$ cat src/rtl/vreg_hazard_scoreboard.sv
// Vector-register hazard scoreboard: gates decoder dispatch into instruction slots until
// the instruction is clear of RAW/WAW/WAR hazards and read-counter capacity limits.
module vreg_hazard_scoreboard #(
    parameter int REGISTER_COUNT = 32,
    parameter int SLOT_COUNT     = 2,
    parameter int RD_CNT_W       = 3,
    localparam int SW = (SLOT_COUNT > 1) ? $clog2(SLOT_COUNT) : 1,
    localparam int RW = (REGISTER_COUNT > 1) ? $clog2(REGISTER_COUNT) : 1
) (
    input  logic                      clk,
    input  logic                      rst,
    input  logic                      disp_valid,
    output logic                      disp_ready,
    input  logic [SW-1:0]             disp_slot,
    input  logic [3:0]                disp_use,
    input  logic [RW-1:0]             disp_vd,
    input  logic [RW-1:0]             disp_vs1,
    input  logic [RW-1:0]             disp_vs2,
    input  logic [RW-1:0]             disp_vs3,
    input  logic [SLOT_COUNT-1:0]     slot_rd_done,
    input  logic [SLOT_COUNT-1:0]     slot_wr_done,
    output logic [SLOT_COUNT-1:0]     slot_busy,
    output logic [REGISTER_COUNT-1:0] wr_pending,
    output logic                      err
);
    // Wide enough for rc + 3 same-cycle increments, or rc minus all slots' decrements.
    localparam int CW = RD_CNT_W + $clog2(3 * SLOT_COUNT + 4) + 1;
    localparam logic [CW-1:0] RC_MAX = {{(CW - RD_CNT_W){1'b0}}, {RD_CNT_W{1'b1}}};

    logic                  r_wp     [REGISTER_COUNT];
    logic [RD_CNT_W-1:0]   r_rc     [REGISTER_COUNT];
    logic [SLOT_COUNT-1:0] r_busy;
    logic [SLOT_COUNT-1:0] r_rd_open;
    logic [SLOT_COUNT-1:0] r_wr_open;
    logic [3:0]            r_use    [SLOT_COUNT];
    logic [RW-1:0]         r_idx    [SLOT_COUNT][4];
    logic                  r_err;

    logic [RW-1:0]         w_idx     [4];
    logic                  w_wp_next [REGISTER_COUNT];
    logic [RD_CNT_W-1:0]   w_rc_next [REGISTER_COUNT];
    logic [SLOT_COUNT-1:0] w_rd_fire;
    logic [SLOT_COUNT-1:0] w_wr_fire;
    logic                  w_bad_done;
    logic                  w_ready;
    logic                  w_issue;
    logic [CW-1:0]         w_dup;

    // Field 0 is vd; fields 1..3 are the sources, aligned with disp_use bits.
    assign w_idx[0] = disp_vd;
    assign w_idx[1] = disp_vs1;
    assign w_idx[2] = disp_vs2;
    assign w_idx[3] = disp_vs3;

    assign w_rd_fire  = slot_rd_done & r_rd_open;
    assign w_wr_fire  = slot_wr_done & r_wr_open;
    assign w_bad_done = |(slot_rd_done & ~r_rd_open) | |(slot_wr_done & ~r_wr_open);
    assign w_issue    = disp_valid & w_ready;

    always_comb begin
        w_ready = ~r_busy[disp_slot];
        w_dup   = '0;
        if (disp_use[0] && (r_wp[disp_vd] || (r_rc[disp_vd] != '0))) begin
            w_ready = 1'b0;
        end
        for (int k = 1; k < 4; k++) begin
            if (disp_use[k]) begin
                w_dup = '0;
                for (int j = 1; j < 4; j++) begin
                    if (disp_use[j] && (w_idx[j] == w_idx[k])) begin
                        w_dup = w_dup + CW'(1);
                    end
                end
                if (r_wp[w_idx[k]]) begin
                    w_ready = 1'b0;
                end
                if (({{(CW - RD_CNT_W){1'b0}}, r_rc[w_idx[k]]} + w_dup) > RC_MAX) begin
                    w_ready = 1'b0;
                end
            end
        end
    end

    genvar gi;
    generate
        for (gi = 0; gi < REGISTER_COUNT; gi++) begin : g_reg
            logic [CW-1:0] w_inc;
            logic [CW-1:0] w_dec;
            logic          w_wp_set;
            logic          w_wp_clr;

            always_comb begin
                w_inc    = '0;
                w_dec    = '0;
                w_wp_set = w_issue && disp_use[0] && (disp_vd == RW'(gi));
                w_wp_clr = 1'b0;
                for (int k = 1; k < 4; k++) begin
                    if (w_issue && disp_use[k] && (w_idx[k] == RW'(gi))) begin
                        w_inc = w_inc + CW'(1);
                    end
                end
                for (int s = 0; s < SLOT_COUNT; s++) begin
                    for (int k = 1; k < 4; k++) begin
                        if (w_rd_fire[s] && r_use[s][k] && (r_idx[s][k] == RW'(gi))) begin
                            w_dec = w_dec + CW'(1);
                        end
                    end
                    if (w_wr_fire[s] && r_use[s][0] && (r_idx[s][0] == RW'(gi))) begin
                        w_wp_clr = 1'b1;
                    end
                end
            end

            // Issue and retire on the same register in one cycle net out.
            assign w_rc_next[gi] = RD_CNT_W'(({{(CW - RD_CNT_W){1'b0}}, r_rc[gi]} + w_inc) - w_dec);
            assign w_wp_next[gi] = w_wp_set | (r_wp[gi] & ~w_wp_clr);
            assign wr_pending[gi] = r_wp[gi];
        end
    endgenerate

    always_ff @(posedge clk) begin
        if (rst) begin
            for (int r = 0; r < REGISTER_COUNT; r++) begin
                r_wp[r] <= 1'b0;
                r_rc[r] <= '0;
            end
        end else begin
            for (int r = 0; r < REGISTER_COUNT; r++) begin
                r_wp[r] <= w_wp_next[r];
                r_rc[r] <= w_rc_next[r];
            end
        end
    end

    always_ff @(posedge clk) begin
        if (rst) begin
            r_busy    <= '0;
            r_rd_open <= '0;
            r_wr_open <= '0;
            r_err     <= 1'b0;
            for (int s = 0; s < SLOT_COUNT; s++) begin
                r_use[s] <= '0;
                for (int k = 0; k < 4; k++) begin
                    r_idx[s][k] <= '0;
                end
            end
        end else begin
            r_err <= r_err | w_bad_done;
            for (int s = 0; s < SLOT_COUNT; s++) begin
                if (w_issue && (disp_slot == SW'(s))) begin
                    r_busy[s]    <= 1'b1;
                    r_rd_open[s] <= |disp_use[3:1];
                    r_wr_open[s] <= disp_use[0];
                    r_use[s]     <= disp_use;
                    for (int k = 0; k < 4; k++) begin
                        r_idx[s][k] <= w_idx[k];
                    end
                end else begin
                    // Entry frees in the same cycle its last open bit closes.
                    r_rd_open[s] <= r_rd_open[s] & ~w_rd_fire[s];
                    r_wr_open[s] <= r_wr_open[s] & ~w_wr_fire[s];
                    r_busy[s]    <= r_busy[s] & ((r_rd_open[s] & ~w_rd_fire[s]) |
                                                 (r_wr_open[s] & ~w_wr_fire[s]));
                end
            end
        end
    end

    assign disp_ready = w_ready;
    assign slot_busy  = r_busy;
    assign err        = r_err;

endmodule

$ cat config.mk
export PLATFORM = sky130hd
export DESIGN_NAME = vreg_hazard_scoreboard
export DESIGN_NICKNAME = d
export VERILOG_FILES = /design/src/rtl/vreg_hazard_scoreboard.sv
export SDC_FILE = /design/constraint.sdc
export NUM_CORES = 1
export LEC_CHECK = 0
export CORE_MARGIN = 1.5
export CORE_UTILIZATION = 34
export CTS_CLUSTER_DIAMETER = 50
export DETAILED_ROUTE_END_ITERATION = 6
export SLEW_MARGIN = 20
export SYNTH_ARGS = -nofsm -noshare
export SYNTH_HDL_FRONTEND = slang
export SYNTH_SLANG_ARGS = --single-unit
$ cat constraint.sdc
create_clock -name clk -period 14.1 [get_ports clk]
set_input_delay 3.525 -clock clk [delete_from_list [all_inputs] [get_ports clk]]
set_output_delay 3.525 -clock clk [all_outputs]
set_load 0.05 [all_outputs]
### Word-level counts from Yosys, hierarchy flattened

Memories as Yosys holds them, arrays and structs flattened.
Cells that the tools add are included.

* register bits after elaboration: 7
* latch bits: 0
* memories kept: 4
* RAM bits: 176
* memory bits (read-only): 0

Memory list
* r_rc: words 32, bits a word 3, read ports 36, clocked after Yosys merged registers in 0, write ports 32, RTL line 31 `logic [RD_CNT_W-1:0] r_rc [REGISTER_COUNT];`
* r_idx: words 2, bits a word 20, read ports 2, clocked after Yosys merged registers in 0, write ports 2, RTL line 36 `logic [RW-1:0] r_idx [SLOT_COUNT][4];`
* r_wp: words 32, bits a word 1, read ports 36, clocked after Yosys merged registers in 0, write ports 32, RTL line 30 `logic r_wp [REGISTER_COUNT];`
* r_use: words 2, bits a word 4, read ports 2, clocked after Yosys merged registers in 0, write ports 2, RTL line 35 `logic [3:0] r_use [SLOT_COUNT];`

* bitwise gates (word level): 193
* shift-type cells: 0
* reduce and logical (&&, ||, !) cells: 422
* add/subtract/negate cells: 297
* $mul: 0
* magnitude comparators: 4
* equal/unequal tests: 378
* multiplexer cells: 468
* div/mod/pow operators: 0

Operators with widths (count)
* $eq A5 B5 Y1 const B: 192
* $mux W3: 256
* $add A3 B1 Y3 const B: 160
* $eq A5 B4 Y1 const B: 96
* $logic_and A1 B1 Y1: 405
* $eq A5 B3 Y1 const B: 48
* $mux W1: 189
* $add A1 B1 Y2 const B: 64
* $eq A5 B2 Y1 const B: 24
* $or A1 B1 Y1: 110
* $mux W8: 13
* $add A3 B3 Y3: 32
* $sub A3 B3 Y3: 32
* $eq A5 B1 Y1 const B: 12
* $logic_not A5 Y1: 12
* $add A8 B1 Y8 const B: 6
* $mux W5: 8
* $and A1 B1 Y1: 39
* $not A1 Y1: 38
* $eq A5 B5 Y1: 6
* $add A3 B8 Y8: 3
* $gt A8 B3 Y1 const B: 3
* $and A2 B2 Y2: 4
* $mux W4: 2
* other kinds (6): 8

### Depth between registers and ports, before layout

* word-level depth: 28
* depth in mapped cells: 35

### Worst setup path before layout

No wires, ideal clock.

* path kind: input -> output
* start: in disp_vs1[0]
* end: out disp_ready
* buffers on the path: 4
* cell stages on the path: 15
* arrival time: 7.824 ns
* slack: 2.751 ns
* required time: 10.575 ns
* cell sequence: buf_4 -> buf_1 -> buf_1 -> mux4_2 -> mux4_2 -> mux2_2 -> ha_1 -> a21o_1 -> a211oi_1 -> a211oi_1 -> or3_1 -> a31o_1 -> a21oi_4 -> and3b_1 -> buf_4

* longest elaborated chain between the ends: 17
* elaborated cells between the ends (all ways): 44
* those cells by class: add/sub (8); order compare (3); eq/ne (4); mux (23); reduce/logical (4); memory (2)

Ends and longest elaborated chain
* start, declared: RTL line 17 `input logic [RW-1:0] disp_vs1,`
* parallel branches: the longest is 16 deep, another holds $add A8 B1 Y8
* $mux W1 (*): RTL line 67 `if (disp_use[k]) begin`
* end, declared: RTL line 13 `output logic disp_ready,`

Every way passes the cells marked *. The select of a mux whose other input is x is not followed.

### Worst setup path after layout

* start: in disp_vs1[1]
* end: out disp_ready

The elaborated chain is that of the path after synthesis.

==> results.py <==
metrics = {
    "worst_setup_path": {
        "end_kind": "primary output",
        "rr_worst_depth": 26,
        "path_cells": "buf_2 > mux4_2 > mux4_2 > mux2_2 > ha_1 > a21o_1 > a211oi_1 > a211oi_1 > or3_1 > a31o_1 > a21oi_4 > and3b_1 > clkdlybuf4s50_1",
        "startpoint": "disp_vs1[1]",
        "worstReg2RegStart": "r_rc[7][1]",
        "rr_endpoint": "r_rc[28][2]",
        "worst-path-stages": 13,
        "critical-path-slowest-cell": "clkdlybuf4s50_1",
        "reg2reg_slack_ns": 5.86,
        "worst-path-max-fanout": 33,
        "critPathTopFamily": "buffers and inverters",
        "critPathKind": "input port to primary output",
        "cp.buffers_inverters": 2,
        "crit_arrival_ns": 8.92,
        "slowest_delay_ns": 0.92,
        "cp-start-kind": "input port",
        "endpoint": "disp_ready",
        "required_ns": 10.57,
    },
    "drt": {
        "vias": 22200,
        "drt_wl_total_um": 90100,
        "final_antenna_net_count": 0,
        "initialDrtViolationCount": 2119,
        "post_drt_wl_per_cell_um": 23.1,
        "drcViolationCount": 0,
        "detail_route.vias_per_cell": 5.69,
        "first_pass_iters": 5,
    },
    "synth": {
        "synthesis.nets": 3375,
        "ys_seq_area_share_pct": 16.4,
        "yosysTopAreaCellShare_pct": 14.7,
        "synth_most_common_cell": "inv_1",
        "synth_top_area_cell": "ha_1",
        "synth_area_leaders": "ha_1, dfxtp_1, mux4_2, xnor2_1, edfxtp_1",
        "ys.flop_type": "dfxtp_1",
        "yosys_warnings": 0,
        "yosys.cell_types.count": 68,
        "synthTopCellsByCount": "inv_1, nor2_1, ha_1, nand2_1, xnor2_1",
        "syn_area_per_cell_um2": 8.49,
        "syn_inst": 2982,
        "synth_area_um2": 25300,
        "synth_seq_cells": 183,
        "synth_edf_count": 48,
        "synthArstFlopShare_pct": 0,
    },
    "sta": {
        "post-route-min-period_ns": 12.44,
        "finalSetupViolations": 0,
        "worstMarginPinSlew_ns": 1.21,
        "post-route-period-util_pct": 88.2,
        "slew_violations": 0,
        "clock.fmax_mhz": 80.4,
        "slew_headroom_pct": 19.2,
        "skew_ns": 0.0161,
        "grt_setup_unrepaired": "false",
        "setup_tns_ns": 0,
        "finalHoldViolations": 0,
    },
    "clock_tree": {
        "clkTransAtPathRegs_ns": 0.07,
        "clk_latency_ns": 0.51,
        "htreeDepth": 4,
        "cts_sinks": 183,
        "clock_path_buffers": 2,
        "holdBufCountCts": 0,
        "cts_made_buffers": 17,
        "cts_tree": "yes",
        "cts_root_buf": "clkbuf_16",
        "cts_resized": 0,
        "post_cts_buffers": 0,
    },
    "power": {
        "irDropWorstVdd_uv": 87.3,
        "powerDensity_nw_per_um2": 50.7,
        "p_leak_nw": 12.1,
    },
    "floorplanning": {
        "die_h_um": 276,
        "io_pins": 68,
        "start_util_pct": 34.5,
        "die_w_um": 276,
        "core_area_um2": 73300,
        "rows": 99,
        "dieArea_um2": 76100,
    },
    "final_layout": {
        "instances_no_fill": 3902,
        "nets": 3323,
        "area_growth_pct": 7.47,
        "fill_cells": 7563,
        "drive_gt1_share_pct": 10.3,
        "num_antenna_cells": 0,
    },
    "grt": {
        "grt_max_degree": 65,
        "groute.usage.overall_pct": 23.8,
        "grt_pass1_wl_um": 132000,
        "overflow": 0,
        "grt_pass1_vias": 21100,
        "antenna_found_initial": 1,
    },
    "hold_path": {
        "worstHoldPathType": "register to register",
        "timing.hold.worst_path_depth": 2,
    },
    "placed_design": {
        "port_buffers": 67,
        "post-place-cells": 3870,
        "hpwl_um": 72300,
        "gp_congestion": 0.989,
    },
    "run_status": {
        "status": "finished, final reports clean",
    },
    "job": {
        "drv_cap": 0,
    },
}
==> where the power goes <==
part	switching, mW	internal [mW]	total [mW]
Combinational	0.170	0.0812	0.251
Sequential	0.0365	0.556	0.592
Clock	0.244	0.292	0.535
Total	0.450	0.929	1.38
==> per-layer routing <==
layer	share of wire [%]	up-vias	track usage [%]
met5	0	-	0
met4	4.8	0	10.8
met3	10	233	5.91
met2	45	1134	37.3
met1	41	10800	30.8
li1	-	10000	-
==> layout make-up <==
type,instances,area [µm²],area share (%)
clock buffers,20,458,1.68
clock inverters,12,161,0.594
inverters,311,1170,4.29
multi-input cells,2314,19200,70.5
flip-flops and latches,183,4140,15.2
well taps,959,1200,4.41
repair buffers,103,898,3.30
==> worst reg2reg max path, stage by stage (launching register included) <==
cell,delay [ns]
dfxtp_1,0.44
mux4_2,0.54
mux4_2,0.50
mux2_2,0.29
ha_1,0.30
a21o_1,0.26
a211oi_1,0.25
a211oi_1,0.08
or3_1,0.41
a31o_1,0.27
a21oi_4,0.33
and3_2,0.62
buf_4,0.56
and2_1,0.58
nand2_1,0.11
ha_1,0.22
inv_1,0.05
mux2i_1,0.08
fa_1,0.49
inv_1,0.06
fa_1,0.42
xnor2_1,0.40
xnor2_1,0.15
xnor2_1,0.15
xnor2_1,0.33
nand4_1,0.14
a21oi_1,0.17
==> kinds of logic (layout without fill, tap and decap cells) <==
logic type / count (synthesis) / after routing / share of synthesized area (%)
muxes: 268 / 268 / 16.0
DFF: 183 / 183 / 16.4
buffers and inverters: 485 / 446 / 7.92
AOI/OAI and AO/OA: 200 / 200 / 5.39
xor gates and xnor gates: 367 / 367 / 12.7
and+or+nand+nor: 1118 / 1118 / 21.9
adders and majority gates: 361 / 361 / 19.7
==> state kept, by name, summed over array words and instances (netlist names) <==
| signal | cells |
|---|---|
| err | 1 |
| r_use | 8 |
| r_wr_open | 2 |
| r_idx | 40 |
| slot_busy | 2 |
| r_wp | 32 |
| r_rc | 96 |
| r_rd_open | 2 |
==> placed cells by master (no fill, tap or decap), types with 9 or more instances in the layout <==
cell / instances
inv_1: 307
nor2_1: 299
ha_1: 297
nand2_1: 262
xnor2_1: 249
dfxtp_1: 135
nand3_1: 133
xor2_1: 118
mux2_2: 110
mux4_2: 98
nor2b_1: 96
fa_1: 64
mux2i_1: 59
clkdlybuf4s50_1: 58
nor3_1: 53
edfxtp_1: 48
and3_1: 47
a21oi_1: 45
nand2b_1: 42
buf_4: 37
o31ai_1: 35
and2_1: 33
nand4_1: 33
nand3b_1: 29
o21ai_0: 26
a22oi_1: 26
clkbuf_16: 18
nand4b_1: 17
and4_1: 14
o22ai_1: 14
nor4_1: 14
nor3b_1: 12
a211o_1: 9
==> worst min path at each step <==
| stage | start | endpoint | slack [ns] |
|---|---|---|---|
| 3_5_place_dp | slot_busy[0] | slot_busy[0] | 0.51 |
| 5_1_grt | slot_busy[1] | slot_busy[1] | 0.55 |
| 3_3_place_gp | slot_busy[0] | slot_busy[0] | 0.51 |
| 2_1_floorplan | r_wp[28] | r_wp[28] | 0.50 |
| 4_1_cts | slot_busy[0] | slot_busy[0] | 0.52 |
| 6_report | slot_busy[0] | slot_busy[0] | 0.51 |
==> stage by stage <==
step	hold slack (ns)	util (%)	area [µm²]	worst slack [ns]	total power [mW]
final	0.510	37.1	27200	1.66	1.38
after global routing	0.550	37.1	27200	1.54	1.42
after global placement	0.508	36.2	26600	1.85	0.843
after detailed placement	0.510	36.2	26600	1.82	0.844
after floorplan	0.499	-	25300	2.75	0.748
after CTS	0.523	37.1	27200	1.76	1.38
Power figures use the tool's default switching activity.
